File: config.mk
export PLATFORM = sky130hd
export DESIGN_NAME = pln_eval_flat
export DESIGN_NICKNAME = d
export VERILOG_FILES = /design/src/rtl/pln_pkg.sv /design/src/rtl/pln_eval_if.sv /design/src/rtl/pln_stack.sv /design/src/rtl/pln_eval.sv /design/src/flat_wrapper.sv
export SDC_FILE = /design/constraint.sdc
export NUM_CORES = 2
export LEC_CHECK = 0
export ABC_AREA = 1
export CAP_MARGIN = 20
export CORE_MARGIN = 10
export CORE_UTILIZATION = 40
export CTS_CLUSTER_DIAMETER = 30
export DETAILED_ROUTE_END_ITERATION = 8
export PLACE_DENSITY = 0.65
export SETUP_SLACK_MARGIN = 0.2
export SYNTH_ARGS = -nofsm -noshare
export SYNTH_HDL_FRONTEND = slang
export SYNTH_SLANG_ARGS = --single-unit
File: constraint.sdc
create_clock -name CLK -period 10.8 [get_ports CLK]
set_clock_uncertainty 0.15 [all_clocks]
set_input_delay 2.16 -clock CLK [delete_from_list [all_inputs] [get_ports CLK]]
set_output_delay 2.16 -clock CLK [all_outputs]
set_load 0.03 [all_outputs]
File: src/rtl/pln_pkg.sv
// Shared types for the postfix pipeline: token kinds, opcodes, error codes and
// evaluator states.
package pln_pkg;

    typedef enum logic [1:0] {
        TK_NUM = 2'b00,
        TK_OP  = 2'b01,
        TK_END = 2'b10,
        TK_RSV = 2'b11
    } tok_kind_e;

    localparam logic [7:0] OP_ADD = 8'h2B;
    localparam logic [7:0] OP_SUB = 8'h2D;
    localparam logic [7:0] OP_MUL = 8'h2A;

    typedef enum logic [2:0] {
        ERR_NONE  = 3'd0,
        ERR_UNDER = 3'd1,
        ERR_OVER  = 3'd2,
        ERR_BAD   = 3'd3,
        ERR_DEPTH = 3'd4
    } err_e;

    typedef enum logic [1:0] {
        ST_ACCEPT,
        ST_APPLY,
        ST_DRAIN,
        ST_DONE
    } state_e;

endpackage

File: src/rtl/pln_eval_if.sv
// Token-in / result-out handshake bundle between pln_fsm, pln_eval and the
// result consumer.
interface pln_eval_if #(
    parameter int unsigned DATA_W = 32
);
    logic              TOK_VALID;
    logic              TOK_READY;
    logic [1:0]        TOK_KIND;
    logic [DATA_W-1:0] TOK_DATA;
    logic              RES_VALID;
    logic              RES_READY;
    logic [DATA_W-1:0] RES_DATA;
    logic [2:0]        RES_ERR;
    logic              RES_OVF;

    // Environment side: token producer and result consumer.
    modport master (
        output TOK_VALID, TOK_KIND, TOK_DATA, RES_READY,
        input  TOK_READY, RES_VALID, RES_DATA, RES_ERR, RES_OVF
    );

    // Evaluator side.
    modport slave (
        input  TOK_VALID, TOK_KIND, TOK_DATA, RES_READY,
        output TOK_READY, RES_VALID, RES_DATA, RES_ERR, RES_OVF
    );
endinterface

File: src/rtl/pln_stack.sv
// Register operand stack: push, pop-two-push-one (replace) and clear, with the
// top two entries visible combinationally.
module pln_stack #(
    parameter int unsigned DATA_W = 32,
    parameter int unsigned DEPTH  = 16
) (
    input  logic                     clk,
    input  logic                     rst_n,
    input  logic                     push,
    input  logic                     repl,
    input  logic                     clr,
    input  logic [DATA_W-1:0]        wdata,
    output logic [DATA_W-1:0]        top,
    output logic [DATA_W-1:0]        nxt,
    output logic                     full,
    output logic                     empty,
    output logic [$clog2(DEPTH):0]   depth
);
    localparam int unsigned AW  = $clog2(DEPTH);
    localparam int unsigned SPW = AW + 1;

    logic [DATA_W-1:0] mem [DEPTH];
    logic [SPW-1:0]    sp;
    logic [AW-1:0]     top_idx;
    logic [AW-1:0]     nxt_idx;

    // Index arithmetic wraps modulo DEPTH, so sp==DEPTH still addresses entry DEPTH-1.
    assign top_idx = sp[AW-1:0] - AW'(1);
    assign nxt_idx = sp[AW-1:0] - AW'(2);

    assign top   = mem[top_idx];
    assign nxt   = mem[nxt_idx];
    assign full  = (sp == SPW'(DEPTH));
    assign empty = (sp == '0);
    assign depth = sp;

    always_ff @(posedge clk or negedge rst_n) begin
        if (!rst_n) begin
            sp <= '0;
        end else if (clr) begin
            sp <= '0;
        end else if (push && !full) begin
            sp <= sp + SPW'(1);
        end else if (repl && (sp >= SPW'(2))) begin
            sp <= sp - SPW'(1);
        end
    end

    always_ff @(posedge clk) begin
        if (!clr) begin
            if (push && !full) begin
                mem[sp[AW-1:0]] <= wdata;
            end else if (repl && (sp >= SPW'(2))) begin
                mem[nxt_idx] <= wdata;
            end
        end
    end

endmodule

File: src/rtl/pln_eval.sv
// Reverse-Polish evaluator: consumes postfix tokens, runs +,-,* on an operand
// stack and returns one result per expression with error/overflow status.
import pln_pkg::*;

module pln_eval #(
    parameter int unsigned DATA_W = 32,
    parameter int unsigned DEPTH  = 16
) (
    input  logic      CLK,
    input  logic      RST,
    pln_eval_if.slave bus
);
    localparam int unsigned SPW = $clog2(DEPTH) + 1;

    state_e              state, state_n;
    err_e                err, err_n;
    logic                ovf, ovf_n;
    logic [DATA_W-1:0]   res_data, res_n;
    logic [7:0]          op, op_n;
    logic                armed;

    logic                push, repl, clr;
    logic [DATA_W-1:0]   wdata, top, nxt;
    logic                full, empty;
    logic [SPW-1:0]      depth;

    logic                tok_fire;
    tok_kind_e           kind;
    logic [DATA_W-1:0]   sum, diff;
    logic [2*DATA_W-1:0] prod;
    logic                sum_ovf, diff_ovf, prod_ovf;

    pln_stack #(
        .DATA_W (DATA_W),
        .DEPTH  (DEPTH)
    ) u_stack (
        .clk   (CLK),
        .rst_n (RST),
        .push  (push),
        .repl  (repl),
        .clr   (clr),
        .wdata (wdata),
        .top   (top),
        .nxt   (nxt),
        .full  (full),
        .empty (empty),
        .depth (depth)
    );

    assign kind          = tok_kind_e'(bus.TOK_KIND);
    assign bus.TOK_READY = armed && ((state == ST_ACCEPT) || (state == ST_DRAIN));
    assign tok_fire      = bus.TOK_VALID && bus.TOK_READY;
    assign bus.RES_VALID = (state == ST_DONE);
    assign bus.RES_DATA  = res_data;
    assign bus.RES_ERR   = err;
    assign bus.RES_OVF   = ovf;

    // a = nxt (older operand), b = top.
    assign sum  = nxt + top;
    assign diff = nxt - top;
    assign prod = {{DATA_W{nxt[DATA_W-1]}}, nxt} * {{DATA_W{top[DATA_W-1]}}, top};

    assign sum_ovf  = (nxt[DATA_W-1] == top[DATA_W-1]) && (sum[DATA_W-1] != nxt[DATA_W-1]);
    assign diff_ovf = (nxt[DATA_W-1] != top[DATA_W-1]) && (diff[DATA_W-1] != nxt[DATA_W-1]);
    // Product fits only if the upper half plus the result sign bit are all equal.
    assign prod_ovf = !((&prod[2*DATA_W-1:DATA_W-1]) || !(|prod[2*DATA_W-1:DATA_W-1]));

    always_ff @(posedge CLK or negedge RST) begin
        if (!RST) begin
            state    <= ST_ACCEPT;
            err      <= ERR_NONE;
            ovf      <= 1'b0;
            res_data <= '0;
            op       <= '0;
            armed    <= 1'b0;
        end else begin
            state    <= state_n;
            err      <= err_n;
            ovf      <= ovf_n;
            res_data <= res_n;
            op       <= op_n;
            armed    <= 1'b1;
        end
    end

    always_comb begin
        state_n = state;
        err_n   = err;
        ovf_n   = ovf;
        res_n   = res_data;
        op_n    = op;
        push    = 1'b0;
        repl    = 1'b0;
        clr     = 1'b0;
        wdata   = bus.TOK_DATA;

        case (state)
            ST_ACCEPT: begin
                if (tok_fire) begin
                    case (kind)
                        TK_NUM: begin
                            if (full) begin
                                err_n   = ERR_OVER;
                                state_n = ST_DRAIN;
                            end else begin
                                push = 1'b1;
                            end
                        end
                        TK_OP: begin
                            op_n = bus.TOK_DATA[7:0];
                            if (empty || (depth == SPW'(1))) begin
                                err_n   = ERR_UNDER;
                                state_n = ST_DRAIN;
                            end else begin
                                state_n = ST_APPLY;
                            end
                        end
                        TK_END: begin
                            state_n = ST_DONE;
                            if (depth == SPW'(1)) begin
                                res_n = top;
                            end else begin
                                err_n = ERR_DEPTH;
                                res_n = '0;
                            end
                        end
                        default: begin
                            err_n   = ERR_BAD;
                            state_n = ST_DRAIN;
                        end
                    endcase
                end
            end
            ST_APPLY: begin
                state_n = ST_ACCEPT;
                case (op)
                    OP_ADD: begin
                        repl  = 1'b1;
                        wdata = sum;
                        ovf_n = ovf | sum_ovf;
                    end
                    OP_SUB: begin
                        repl  = 1'b1;
                        wdata = diff;
                        ovf_n = ovf | diff_ovf;
                    end
                    OP_MUL: begin
                        repl  = 1'b1;
                        wdata = prod[DATA_W-1:0];
                        ovf_n = ovf | prod_ovf;
                    end
                    default: begin
                        err_n   = ERR_BAD;
                        state_n = ST_DRAIN;
                    end
                endcase
            end
            ST_DRAIN: begin
                if (tok_fire && (kind == TK_END)) begin
                    state_n = ST_DONE;
                    res_n   = '0;
                end
            end
            ST_DONE: begin
                if (bus.RES_READY) begin
                    state_n = ST_ACCEPT;
                    clr     = 1'b1;
                    err_n   = ERR_NONE;
                    ovf_n   = 1'b0;
                end
            end
            default: state_n = ST_ACCEPT;
        endcase
    end

endmodule

File: src/flat_wrapper.sv
// flat-port wrapper written by rule: the top's interface ports become plain ports
module pln_eval_flat 
#(
    parameter int unsigned DATA_W = 32,
    parameter int unsigned DEPTH  = 16
)
  (CLK, RST, bus_TOK_VALID, bus_TOK_KIND, bus_TOK_DATA, bus_RES_READY, bus_TOK_READY, bus_RES_VALID, bus_RES_DATA, bus_RES_ERR, bus_RES_OVF);
  pln_eval_if #(.DATA_W(DATA_W)) bus_i ();
  input  logic CLK;
  input  logic RST;
  input wire logic [$bits(bus_i.TOK_VALID)-1:0] bus_TOK_VALID;
  input wire logic [$bits(bus_i.TOK_KIND)-1:0] bus_TOK_KIND;
  input wire logic [$bits(bus_i.TOK_DATA)-1:0] bus_TOK_DATA;
  input wire logic [$bits(bus_i.RES_READY)-1:0] bus_RES_READY;
  output wire logic [$bits(bus_i.TOK_READY)-1:0] bus_TOK_READY;
  output wire logic [$bits(bus_i.RES_VALID)-1:0] bus_RES_VALID;
  output wire logic [$bits(bus_i.RES_DATA)-1:0] bus_RES_DATA;
  output wire logic [$bits(bus_i.RES_ERR)-1:0] bus_RES_ERR;
  output wire logic [$bits(bus_i.RES_OVF)-1:0] bus_RES_OVF;
  assign bus_i.TOK_VALID = bus_TOK_VALID;
  assign bus_i.TOK_KIND = bus_TOK_KIND;
  assign bus_i.TOK_DATA = bus_TOK_DATA;
  assign bus_i.RES_READY = bus_RES_READY;
  assign bus_TOK_READY = bus_i.TOK_READY;
  assign bus_RES_VALID = bus_i.RES_VALID;
  assign bus_RES_DATA = bus_i.RES_DATA;
  assign bus_RES_ERR = bus_i.RES_ERR;
  assign bus_RES_OVF = bus_i.RES_OVF;
  pln_eval #(.DATA_W(DATA_W), .DEPTH(DEPTH)) u_core (.CLK(CLK), .RST(RST), .bus(bus_i));
endmodule
# After elaboration in Yosys (flattened, before gate mapping)
# Memory sizes are Yosys's and may differ from the RTL's.
# Index checks and enable logic that the tools add are counted.
[totals] output_inout_bits=38 mem_bits_rw=512 reg_bits=52 memories=1 wordCells=118 in_bits=38
[op_classes] n_reduce_logical=29 mul=1 n_lt_le_gt_ge=1 add_sub_neg=6 eq_ne=23 n_bitwise=3 muxes=47
[memory_table] memory="u_core.u_stack.mem" words=16 word_bits=32 rd=2 rd_clocked_by_memory_dff=0 wr=1 line_no="pln_stack.sv:22" text="logic [DATA_W-1:0] mem [DEPTH];"
[ops] cell="$mux W32" count=6
[ops] cell="$pmux W32 S3" count=1
[ops] cell="$mul A32 B32 Y64" count=1
[ops] cell="$pmux W32 S2" count=1
[ops] cell="$reduce_and A33 Y1" count=1
[ops] cell="$reduce_or A33 Y1" count=1
[ops] cell="$add A32 B32 Y32" count=1
[ops] cell="$reduce_or A32 Y1" count=1
[ops] cell="$sub A32 B32 Y32" count=1
[ops] cell="$eq A8 B6 Y1 const B" count=3
[ops] cell="$mux W3" count=6
[ops] cell="$pmux W3 S3" count=2
[ops] cell="$mux W1" count=17
[ops] cell="$mux W5" count=3
[ops] cell="$mux W2" count=6
[ops] cell="$ne A3 B3 Y1 const B" count=3
[ops] cell="$ne A2 B2 Y1 const B" count=4
[ops] cell="$pmux W2 S4" count=1
[ops] cell="$reduce_and A4 Y1" count=2
[ops] cell="$logic_and A1 B1 Y1" count=7
[ops] cell="$reduce_and A7 Y1" count=1
[ops] cell="$eq A2 B2 Y1 const B" count=3
[ops] cell="$pmux W2 S3" count=1
[ops] cell="$reduce_and A3 Y1" count=2
[ops] cell="other kinds (23)" count=35

# Depth between registers and ports, before layout
[logic_depth] word_depth=12 ltp_mapped=53 mapped_depth_nobuf=46

# Hierarchy
# A second synthesis with hierarchy kept.
[hier_totals] hier_cells=8415 area_unflattened_um2=70064.7
[by_module_without_submodules] mod="pln_eval" seq_area_each_um2=1176.1 n_inst=1 cells_per_inst=5913 area_per_inst_um2=44674.1
[by_module_without_submodules] mod="pln_stack" seq_area_each_um2=15499.9 n_inst=1 cells_per_inst=2502 area_per_inst_um2=25390.6

# Worst setup path before layout
# No wires, ideal clock.
[synth_path] kind="register to register" start="register u_core.u_stack.sp[0] (netlist: u_core.u_stack.depth[0])" end="register u_core.ovf (netlist: u_core.bus.RES_OVF)" setup_ns=0.118 path_buffers=8 t_arrival_ns=9.562 period_less_slack_ns=9.830 path_slack_ns=0.970 path_stages_with_launch=45 t_required_ns=10.532 cell_sequence="dfrtp_1 inv_2 buf_6 buf_2 buf_2 buf_2 ha_1 buf_4 buf_2 buf_4 clkbuf_1 o21ai_1 o221ai_1 nand2_1 nor2_1 fa_1 fa_1 inv_1 (+9 left out) ha_1 nand2_1 nor2_1 nand2_1 nor4_1 nand2_1 nand2_1 nand2_1 nand2_1 nand2_1 nor2_1 nand2_1 nor2_1 nand3_1 nand3_1 nand3_1 nand3_1 nand2_1"
[synth_via] elab_chain_len=10 word_cells_on_any_way=22 cone_classes="add/sub (4); mul (1); eq/ne (4); mux (2); bitwise (3); reduce/logical (7); memory (1)"
[synth_rtl] element="from (decl)" line_no="pln_stack.sv:23" text="logic [SPW-1:0] sp;"
[synth_rtl] element="from (signal assigned)" line_no="pln_stack.sv:43" text="sp <= sp + SPW'(1);"
[synth_rtl] element="from (signal assigned)" line_no="pln_stack.sv:45" text="sp <= sp - SPW'(1);"
[synth_rtl] element="$sub A4 B2 Y4 / $sub A4 B1 Y4 (equally long branches)" line_no="pln_stack.sv:29, pln_stack.sv:28"
[synth_rtl] element="$mem_v2 Z16 W32 *"
[synth_rtl] element="$mul A32 B32 Y64" line_no="pln_eval.sv:61" text="assign prod = {{DATA_W{nxt[DATA_W-1]}}, nxt} * {{DATA_W{top[DATA_W-1]}}, top};"
[synth_rtl] element="$reduce_or A33 Y1" line_no="pln_eval.sv:66" text="assign prod_ovf = !((&prod[2*DATA_W-1:DATA_W-1]) || !(|prod[2*DATA_W-1:DATA_W-1]));"
[synth_rtl] element="$logic_not A1 Y1" line_no="pln_eval.sv:66"
[synth_rtl] element="$logic_or A1 B1 Y1" line_no="pln_eval.sv:66"
[synth_rtl] element="$logic_not A1 Y1" line_no="pln_eval.sv:66"
[synth_rtl] element="$or A1 B1 Y1" line_no="pln_eval.sv:150" text="ovf_n = ovf | prod_ovf;"
[synth_rtl] element="$pmux W1 S3 *" line_no="pln_eval.sv:136" text="case (op)"
[synth_rtl] element="$pmux W1 S2 *" line_no="pln_eval.sv:97" text="case (state)"
[synth_rtl] element="to (signal assigned)" line_no="pln_eval.sv:79" text="ovf <= ovf_n;"
[synth_rtl] element="to (decl)" line_no="pln_eval.sv:17" text="logic ovf, ovf_n;"
# Every way passes the cells marked *; elsewhere a longest branch is shown, timed or not.
# A chain may end at the register's enable or synchronous reset.

# Worst setup path after layout
# Ends and elaborated chain as after synthesis.

==> out/qor.csv <==
stage,metric,value,unit
drt,DRT iter0 DRCs,6939,
timing,Final setup viols,0,
finish,fin area,77800,sq um
global_routing,met3 Usage GRT,7.49,%
synth,"FF+latch count, synth",564,
min_path,Hold EP,u_core.bus.RES_DATA[12]$_DFFE_PN0P_,
synth,Post-Synthesis Cell Area,68500,sq um
synth,"Net Count, Synth",9453,
floorplan,Die W,434,um
timing,setup TNS,0,ps
synth,Cell variety after synth,63,
finish,most frequent cells in the layout,"nand2_1, inv_1, fa_1",
setup_path,flop2flop setup slack,230,ps
setup_path,crit path kind,register to register,
clocking,clock sink total,564,
drt,via/cell ratio,5.67,
timing,period utilisation layout,97.9,%
finish,layout overhead on the synthesized area,13.5,%
floorplan,IO Pins,76,
drt,via count,59500,
setup_path,CP max stage delay,560,ps
clocking,CTS tree,built,
setup_path,R2R cell count,40,
synth,ys flop type,edfxtp_1,
setup_path,CP arrival,11050,ps
timing,Fmax,94.6,MHz
run,max_cap viols,0,
finish,"most common cell after layout, fill and taps aside",nand2_1,
drt,DR DRC count,0,
placed_design,RD Place Congestion,1.04,
setup_path,Crit. End Element,register,
clocking,Worst-path clk slew,40,ps
placed_design,dpl cell area,72700,sq um
timing,Slew @ Worst Pin,1150,ps
global_routing,gr ovfl total,0,
setup_path,Worst setup SP type,register,
setup_path,r2r startpoint,u_core.u_stack.depth[0]$_DFFE_PN0P_,
min_path,Hold Path Depth,2,
drt,ANT nets after route,0,
drt,WL/cell,25.9,um
global_routing,total track usage,28.8,%
run_status,outcome,completed,
setup_path,Critical R2R Capture,u_core.bus.RES_OVF$_DFFE_PN0P_,
clocking,Num CTS Buffers,138,
clocking,clock root buffer,clkbuf_16,
synth,cell count after synthesis,8073,
floorplan,core area,170000,sq um
synth,Post-synth EDFFs,512,
global_routing,M2 GR Usage,42.4,%
placed_design,number of port buffers,75,
global_routing,global-route wire length before repair,400000,um
timing,RSZ-0062 raised after global routing,yes,
synth,post-synthesis sequential area ratio,24.3,%
placed_design,DP HPWL,207000,um
floorplan,Die ar.,188000,sq um
finish,Layout fillers,16300,
global_routing,initial antenna violation count,15,
global_routing,met1 usage,38.7,%
drt,final wirelength,272000,um
global_routing,largest net degree at the start of global routing,244,
synth,Avg Inst Size Synth,8.49,sq um
timing,"Slew Viols, Final",0,
setup_path,CP Max Fanout,64,
synth,ys async rst share,9.22,%
clocking,htree depth,4,
global_routing,vias in the first global route,60300,
timing,Final Hold Fails,0,
min_path,Hold Startpoint,u_core.bus.RES_DATA[12]$_DFFE_PN0P_,
timing,Slew headroom,22.2,%
setup_path,CP required,11280,ps
clocking,Clock Path Buffers,3,
floorplan,Die Height,434,um
drt,first-pass iteration count of the detailed router,6,
finish,layout cell share with drive strength beyond 1,7.71,%
global_routing,GR peak layer,met2,
synth,Yosys warning total,0,
finish,NumNets Final,9541,
clocking,Worst-Skew Late Latency,780,ps
timing,Final min period,10570,ps
setup_path,Crit-path slowest cell,fa_1,
floorplan,FP Rows,151,
min_path,worst min-delay path class,register to register,
floorplan,Initial Utilization,40.4,%
## final cells by class
cell class / count / area [sq um] / area share (%)
Clock buffer: 153 / 3550 / 4.56
Multi-Input combinational cell: 5591 / 44500 / 57.2
Clock inverter: 100 / 1390 / 1.78
Timing Repair Buffer: 360 / 3210 / 4.13
Sequential cell: 564 / 16700 / 21.4
Inverter: 1506 / 5680 / 7.30
Tap cell: 2218 / 2780 / 3.57
Antenna cell: 6 / 15.0 / 0.0193
## per-layer routing
metal / up-vias / wire length (um)
met5: - / 85
met4: 12 / 17600
met3: 751 / 31800
met2: 3615 / 115000
met1: 29500 / 108000
li1: 25600 / -
## registers in the layout, summed over array words and instances (netlist names)
signal,flops
u_core.armed,1
u_core.bus.RES_DATA,32
u_core.bus.RES_ERR,3
u_core.bus.RES_OVF,1
u_core.op,8
u_core.state,2
u_core.u_stack.depth,5
u_core.u_stack.mem,512
## kinds of logic after synthesis
family          share of synthesized area, %
simple gates                            16.3
mux                                   0.0657
xor+xnor                               0.343
fa+ha+maj                               36.4
flops                                   24.3
buf+inv                                 11.1
compound gates                          11.5
other cells                          0.00547
## critical path, delay by kind of cell (launching register included)
kind                       cells  cell delay [ps]
AOI/OAI and AO/OA              4              610
adders and majority gates     10             4650
buffers and inverters          7             1510
DFF                            1              500
and+or+nand+nor               19             2920
## timing repair
| action | in CTS | in global routing |
|---|---|---|
| pin swaps | 0 | 0 |
| setup buffers | 0 | 0 |
| gates cloned | 0 | 1 |
| endpoints found under the setup margin | 1 | 81 |
| hold buffers | 0 | 0 |
| resized for setup | 3 | 26 |
## synthesized netlist by cell type (24+ instances only)
master | instances | area [sq um]
o21ai_1 | 24 | 120
nor2_1 | 752 | 2820
o21ai_0 | 561 | 2810
inv_2 | 52 | 195
nand2_1 | 1650 | 6190
a21oi_1 | 586 | 2930
o221ai_1 | 80 | 701
inv_1 | 1451 | 5450
edfxtp_1 | 512 | 15400
fa_1 | 1084 | 21700
buf_2 | 260 | 1300
ha_1 | 258 | 3230
clkbuf_1 | 110 | 413
dfrtp_1 | 52 | 1300
nand3_1 | 283 | 1420
o211ai_1 | 105 | 788
nand4_1 | 38 | 238
nor3_1 | 26 | 130
## how the worst max path moves through the flow
| stage | slack [ps] | from | end | cells after the start |
|---|---|---|---|---|
| after floorplan | 970 | u_core.u_stack.depth[0]$_DFFE_PN0P_ | u_core.bus.RES_OVF$_DFFE_PN0P_ | 44 |
| after global placement | -0.04 | u_core.u_stack.depth[1]$_DFFE_PN0P_ | u_core.bus.RES_OVF$_DFFE_PN0P_ | 35 |
| after detailed placement | 80 | u_core.u_stack.depth[0]$_DFFE_PN0P_ | u_core.bus.RES_OVF$_DFFE_PN0P_ | 36 |
| after CTS | 240 | u_core.u_stack.depth[1]$_DFFE_PN0P_ | u_core.bus.RES_OVF$_DFFE_PN0P_ | 35 |
| after global routing | 6 | u_core.u_stack.depth[0]$_DFFE_PN0P_ | u_core.bus.RES_OVF$_DFFE_PN0P_ | 42 |
| final | 230 | u_core.u_stack.depth[0]$_DFFE_PN0P_ | u_core.bus.RES_OVF$_DFFE_PN0P_ | 40 |
## through the flow
step	util [%]	hold WS [ps]	cells	worst slack, ps
floorplan	-	323	8073	970
global placement	42.8	317	10200	-0.0382
detailed placement	42.8	323	10200	83.2
CTS	45.7	333	10500	238
global route	45.8	360	10500	5.85
finish	45.8	329	10500	230
Power is not shown: default switching activity piles up to over one toggle a cycle in this logic, so the estimate is an artifact.
